### config.mk
export PLATFORM = sky130hd
export DESIGN_NAME = div_sequencer
export DESIGN_NICKNAME = d
export VERILOG_FILES = /design/src/rtl/div_sequencer_pkg.sv /design/src/rtl/div_sequencer_step.sv /design/src/rtl/div_sequencer.sv
export SDC_FILE = /design/constraint.sdc
export NUM_CORES = 1
export LEC_CHECK = 0
export BUFFER_PORTS_ARGS = -buffer_cell sky130_fd_sc_hd__clkbuf_2
export CORE_MARGIN = 2
export CORE_UTILIZATION = 40
export CTS_CLUSTER_SIZE = 30
export DETAILED_ROUTE_END_ITERATION = 6
export PLACE_DENSITY_LB_ADDON = 0.08
export REMOVE_ABC_BUFFERS = 1
export SYNTH_ARGS = -nofsm -noshare
export SYNTH_HDL_FRONTEND = slang
export SYNTH_SLANG_ARGS = --single-unit
export TNS_END_PERCENT = 1
### constraint.sdc
create_clock -name clk -period 4 [get_ports clk]
set_input_delay 1.2 -clock clk [delete_from_list [all_inputs] [get_ports clk]]
set_output_delay 1.2 -clock clk [all_outputs]
set_load 0.05 [all_outputs]
### src/rtl/div_sequencer_pkg.sv
// Shared definitions for the multi-cycle divider: default widths, FSM
// state encoding and the quotient value reported on divide-by-zero.
package div_sequencer_pkg;

    localparam int DIV_WIDTH = 16;
    localparam int DIV_CNT_W = 5;

    // Quotient presented when the divisor is zero
    localparam logic [DIV_WIDTH-1:0] DIV_ONES = '1;

    typedef enum logic [2:0] {
        ST_IDLE  = 3'd0,
        ST_SETUP = 3'd1,
        ST_ITER  = 3'd2,
        ST_FIXUP = 3'd3,
        ST_DONE  = 3'd4
    } divState_t;

endpackage

### src/rtl/div_sequencer_step.sv
// One combinational restoring-division step: shift the next dividend bit
// into the partial remainder, trial-subtract the divisor, keep the
// difference and emit a 1 quotient bit when it does not go negative.
module div_step #(
    parameter int WIDTH = 16
) (
    input  logic [WIDTH-1:0] i_partRem,
    input  logic             i_dvdBit,
    input  logic [WIDTH:0]   i_divisor,
    output logic [WIDTH-1:0] o_nextRem,
    output logic             o_qBit
);

    logic [WIDTH:0] w_shift;

    // The shifted remainder needs one extra bit; after a successful
    // subtract the result is below the divisor, so it fits in WIDTH bits.
    always_comb begin
        w_shift   = {i_partRem, i_dvdBit};
        o_qBit    = (w_shift >= i_divisor);
        o_nextRem = o_qBit ? WIDTH'(w_shift - i_divisor) : w_shift[WIDTH-1:0];
    end

endmodule

### src/rtl/div_sequencer.sv
// Multi-cycle signed/unsigned restoring divider with its own sequencing FSM.
// It sits beside the EX-stage ALU, stalls the pipeline while it works and
// presents quotient/remainder together with a one-cycle Done pulse.
// Optional build macro: DIV_EARLY_EXIT_EN skips the iteration loop when
// |dividend| < |divisor|, which finishes in SETUP with quotient 0.
module div_sequencer
    import div_sequencer_pkg::*;
#(
    parameter int WIDTH = DIV_WIDTH,
    parameter int CNT_W = DIV_CNT_W
) (
    input  logic             clk,
    input  logic             rst_n,
    input  logic             i_start,
    input  logic             i_signed,
    input  logic             i_abort,
    input  logic [WIDTH-1:0] i_dividend,
    input  logic [WIDTH-1:0] i_divisor,
    output logic             o_divStall,
    output logic             o_done,
    output logic [WIDTH-1:0] o_quotient,
    output logic [WIDTH-1:0] o_remainder,
    output logic             o_divByZero
);

    divState_t        r_state;
    logic [CNT_W-1:0] r_count;

    // Operands as captured at launch
    logic [WIDTH-1:0] r_dvdRaw;
    logic [WIDTH-1:0] r_dvsRaw;
    logic             r_signed;

    // Iteration datapath: quotient bits shift in as dividend bits shift out
    logic [WIDTH-1:0] r_quotShift;
    logic [WIDTH-1:0] r_partRem;
    logic [WIDTH:0]   r_dvsMag;
    logic             r_qNeg;
    logic             r_rNeg;

    // Registered outputs
    logic             r_busy;
    logic             r_done;
    logic [WIDTH-1:0] r_quot;
    logic [WIDTH-1:0] r_rem;
    logic             r_divByZero;

    logic [WIDTH-1:0] w_dvdMag;
    logic [WIDTH-1:0] w_dvsMag;
    logic             w_divZero;
    logic [WIDTH-1:0] w_stepRem;
    logic             w_qBit;

    // Magnitudes as unsigned WIDTH-bit values; the most negative operand
    // negates to 2^(WIDTH-1), which is exact when read as unsigned.
    always_comb begin
        w_dvdMag  = (r_signed && r_dvdRaw[WIDTH-1]) ? -r_dvdRaw : r_dvdRaw;
        w_dvsMag  = (r_signed && r_dvsRaw[WIDTH-1]) ? -r_dvsRaw : r_dvsRaw;
        w_divZero = (r_dvsRaw == '0);
    end

    div_step #(
        .WIDTH(WIDTH)
    ) u_step (
        .i_partRem(r_partRem),
        .i_dvdBit (r_quotShift[WIDTH-1]),
        .i_divisor(r_dvsMag),
        .o_nextRem(w_stepRem),
        .o_qBit   (w_qBit)
    );

    // Sequencing FSM with operand capture, iteration and sign fix-up; abort
    // overrides everything, and DONE always returns to IDLE so a Start still
    // held by the finishing instruction is not taken as a new launch.
    always_ff @(posedge clk or negedge rst_n) begin
        if (!rst_n) begin
            r_state     <= ST_IDLE;
            r_count     <= '0;
            r_dvdRaw    <= '0;
            r_dvsRaw    <= '0;
            r_signed    <= 1'b0;
            r_quotShift <= '0;
            r_partRem   <= '0;
            r_dvsMag    <= '0;
            r_qNeg      <= 1'b0;
            r_rNeg      <= 1'b0;
            r_busy      <= 1'b0;
            r_done      <= 1'b0;
            r_quot      <= '0;
            r_rem       <= '0;
            r_divByZero <= 1'b0;
        end else if (i_abort) begin
            r_state <= ST_IDLE;
            r_busy  <= 1'b0;
            r_done  <= 1'b0;
        end else begin
            case (r_state)
                ST_IDLE: begin
                    r_done <= 1'b0;
                    if (i_start) begin
                        r_dvdRaw <= i_dividend;
                        r_dvsRaw <= i_divisor;
                        r_signed <= i_signed;
                        r_busy   <= 1'b1;
                        r_state  <= ST_SETUP;
                    end
                end
                ST_SETUP: begin
                    r_qNeg <= r_signed & (r_dvdRaw[WIDTH-1] ^ r_dvsRaw[WIDTH-1]);
                    r_rNeg <= r_signed & r_dvdRaw[WIDTH-1];
                    if (w_divZero) begin
                        r_quot      <= '1;
                        r_rem       <= r_dvdRaw;
                        r_divByZero <= 1'b1;
                        r_busy      <= 1'b0;
                        r_done      <= 1'b1;
                        r_state     <= ST_DONE;
                    end
`ifdef DIV_EARLY_EXIT_EN
                    else if (w_dvdMag < w_dvsMag) begin
                        r_quot      <= '0;
                        r_rem       <= r_dvdRaw;
                        r_divByZero <= 1'b0;
                        r_busy      <= 1'b0;
                        r_done      <= 1'b1;
                        r_state     <= ST_DONE;
                    end
`endif
                    else begin
                        r_partRem   <= '0;
                        r_quotShift <= w_dvdMag;
                        r_dvsMag    <= {1'b0, w_dvsMag};
                        r_count     <= CNT_W'(WIDTH - 1);
                        r_state     <= ST_ITER;
                    end
                end
                ST_ITER: begin
                    r_partRem   <= w_stepRem;
                    r_quotShift <= {r_quotShift[WIDTH-2:0], w_qBit};
                    if (r_count == '0) begin
                        r_state <= ST_FIXUP;
                    end else begin
                        r_count <= r_count - 1'b1;
                    end
                end
                ST_FIXUP: begin
                    r_quot      <= r_qNeg ? -r_quotShift : r_quotShift;
                    r_rem       <= r_rNeg ? -r_partRem : r_partRem;
                    r_divByZero <= 1'b0;
                    r_busy      <= 1'b0;
                    r_done      <= 1'b1;
                    r_state     <= ST_DONE;
                end
                ST_DONE: begin
                    r_done  <= 1'b0;
                    r_state <= ST_IDLE;
                end
                default: begin
                    r_busy  <= 1'b0;
                    r_done  <= 1'b0;
                    r_state <= ST_IDLE;
                end
            endcase
        end
    end

    // The launch cycle stalls combinationally; later busy cycles are registered
    always_comb begin
        o_divStall  = r_busy | ((r_state == ST_IDLE) & i_start & ~i_abort);
        o_done      = r_done;
        o_quotient  = r_quot;
        o_remainder = r_rem;
        o_divByZero = r_divByZero;
    end

endmodule

==> out/results.txt <==
hold_buf cts: 0
synth unique cells: 64
endpoints failing hold: 0
I/O Pins: 72
Post-CTS Setup Inserts: 0
DR vias: 5871
Switch Pwr: 2.56 mW
initial drt markers: 320
DRT antenna net count: 0
largest net degree at the start of global routing: 53
clock sink count: 126
Crit Path Max Fanout: 4
final core utilization: 47.1%
most frequent cells in the layout: 126 x dfrtp_1, 91 x nand2_1, 79 x nor2_1
status: finished clean
H-tree depth: 4
reg2reg setup slack: 1.13 ns
xor/xnor cell area share of the yosys netlist: 7.69%
CTS buffer count: 17
FMAX: 304 MHz
Comb power frac: 40.2%
Pint: 3.48 mW
YS warnings: 0
average size of a mapped cell: 9.15 um2
Layout area overhead: 15.7%
setup ws final: 0.716 ns
required time worst endpoint: 2.80 ns
CP endpoint kind: output port
fin crit period: 3.28 ns
number of global-route vias before repair: 5934
clock slew at reported path FFs: 0.05 ns
Mapped Area: 7290 um2
WL/cell: 16.3 um
placed cell area: 7870 um2
fillers: 1818
origin of the critical flop-to-flop path: r_partRem[0]
mux share of post-synthesis cell area: 7.17%
Placement Setup Slack: 0.735 ns
Hold Crit Class: register to register
antenna cells: 0
GPL Wtd Cong: 0.848
core area: 17900 um2
drt pass-1 iters: 5
share of cells above drive strength 1: 19.5%
Initial Util: 40.7%
commonest non-fill, non-tap cell in the layout: dfrtp_1
Async SR Flop Fraction: 100%
post-route setup TNS: 0 ns
register bit total from synthesis: 126
first-pass GRT wire length: 30.5 mm
vias per cell: 5.33
Max Clock Skew: 0.0133 ns
Crit path arrival time: 2.08 ns
clock latency on the worst-skew pair: 0.43 ns
Root Buffer: clkbuf_16
Crit Path Class: input port to output port
fin area: 8440 um2
PostCTS Resize Cnt: 0
largest family of logic cells by synthesized area: compound AO/OA/AOI/OAI gates
area share of fa/ha/maj cells after synthesis: 4.05%
Post-synth EDFFs: 0
worst-path cell chain: clkbuf_2 > nor3_1 > nand3b_1 > nand2b_1 > buf_12
slowest stage delay, CP: 0.30 ns
Sw Share: 42.4%
Synth Area in Simple Gates: 15.4%
hold wc startpoint: o_quotient[0]
initial antenna violation count: 0
compound-gate portion of the synthesized area: 18.3%
grt ovf: 0
Mapped Cells: 797
Die X: 139 um
final count of pins violating max slew: 0
clk buf depth: 2
PD cells: 715 nW/um2
Setup crit start kind: input port
relative slew slack: 24.8%
R2R depth: 8
Die Area: 19300 um2
Post-synth top flop: dfrtp_1
WHS Path Cells: 2
period utilization: 82.1%
Port Buffers: 71
gr usage total: 19.5%
die height: 139 um
actual slew at the worst max-slew pin: 1.13 ns
final setup violation count: 0
CTS tree: yes
drt drc: 0
Hold Path End: o_quotient[0]
clock network power share: 24.5%
Seq pwr share: 35.3%
dpl hpwl: 13.1 mm
IR drop worst, VDD: 365 uV
leakage: 3.88 nW
sequential fraction of the synthesis area: 43.2%
Slowest-stage cell, CP: nor3_1
nets: 920
RR Endpoint: r_partRem[1]
Post-Route WL: 17.9 mm
Std-Cell Rows: 49
count of max-cap constraint violations: 0
RSZ-0062 raised after global routing: no
==> layer usage <==
metal	up-vias	part of all wire, %	global-route usage (%)
li1	2908	-	-
met4	0	1.0	4.68
met3	14	4.5	4.73
met5	-	0	0
met1	2822	47	26.3
met2	127	47	32.0
==> metrics by stage <==
| stage | hold WS [ns] | std cells | total power [mW] |
|---|---|---|---|
| global route | 0.484 | 1102 | 6.49 |
| detailed placement | 0.455 | 1070 | 4.58 |
| finish | 0.461 | 1102 | 6.04 |
| global placement | 0.451 | 1070 | 4.53 |
| CTS | 0.469 | 1102 | 6.09 |
| floorplan | 0.455 | 761 | 3.92 |
==> Yosys cell counts (all sizes together), types with 4 or more instances <==
cell type / n / area share (%)
a32oi: 5 / 0.60
nor2b: 5 / 0.53
a21o: 6 / 0.62
inv: 35 / 1.8
a31oi: 9 / 0.86
or4: 5 / 0.51
nand2: 92 / 4.8
nor4: 4 / 0.34
mux2: 34 / 5.2
o31ai: 7 / 0.79
ha: 22 / 3.8
nor2: 84 / 4.6
nand3: 7 / 0.48
buf: 7 / 0.77
o21ai: 88 / 6.0
o41ai: 8 / 0.96
mux2i: 14 / 1.9
and2: 4 / 0.38
clkbuf: 29 / 1.5
nand2b: 8 / 0.69
or3: 5 / 0.43
nor3: 15 / 1.1
xor2: 29 / 3.5
a21oi: 73 / 5.0
xnor2: 35 / 4.2
o31a: 4 / 0.48
dfrtp: 126 / 43
==> worst max path at each step <==
stage / end / start
2_1_floorplan: o_divStall / i_abort
6_report: o_divStall / i_abort
3_3_place_gp: o_divStall / i_abort
4_1_cts: o_divStall / i_abort
5_1_grt: o_divStall / i_abort
3_5_place_dp: o_divStall / i_abort
==> final cells by class <==
cell class	count	area, um2	area share, %
multi-input cells	599	3850	45.7
flip-flops and latches	126	3150	37.4
clock buffers	19	453	5.37
repair buffers	80	440	5.22
well taps	229	287	3.39
inverters	36	136	1.62
clock inverters	13	118	1.39
==> cells by family after synthesis <==
group	count (synthesis)
AO/OA/AOI/OAI	221
XOR/XNOR	64
adder cells (fa/ha/maj)	23
buffers and inverters	72
flip-flops	126
multiplexers	48
AND/OR/NAND/NOR	243
==> critical path: cells and delay by family <==
kind	cells	cell delay [ns]
simple gates	3	0.62
buf+inv	2	0.26
==> power by group through the flow <==
stage / Clock, mW / Combinational, mW / Sequential, mW
2_1_floorplan: 0 / 1.42 / 2.50
3_5_place_dp: 0 / 2.43 / 2.16
3_3_place_gp: 0 / 2.39 / 2.14
4_1_cts: 1.52 / 2.44 / 2.14
5_1_grt: 1.59 / 2.70 / 2.21
6_report: 1.48 / 2.43 / 2.13
==> registers in the layout (all words and copies together) (netlist names) <==
name / count
o_quotient: 16
r_signed: 1
o_done: 1
r_dvsRaw: 16
r_state: 3
r_busy: 1
r_rNeg: 1
r_quotShift: 16
r_dvdRaw: 16
o_divByZero: 1
o_remainder: 16
r_count: 5
r_partRem: 16
r_qNeg: 1
r_dvsMag: 16
No activity file was read; power rests on OpenSTA's default activity.
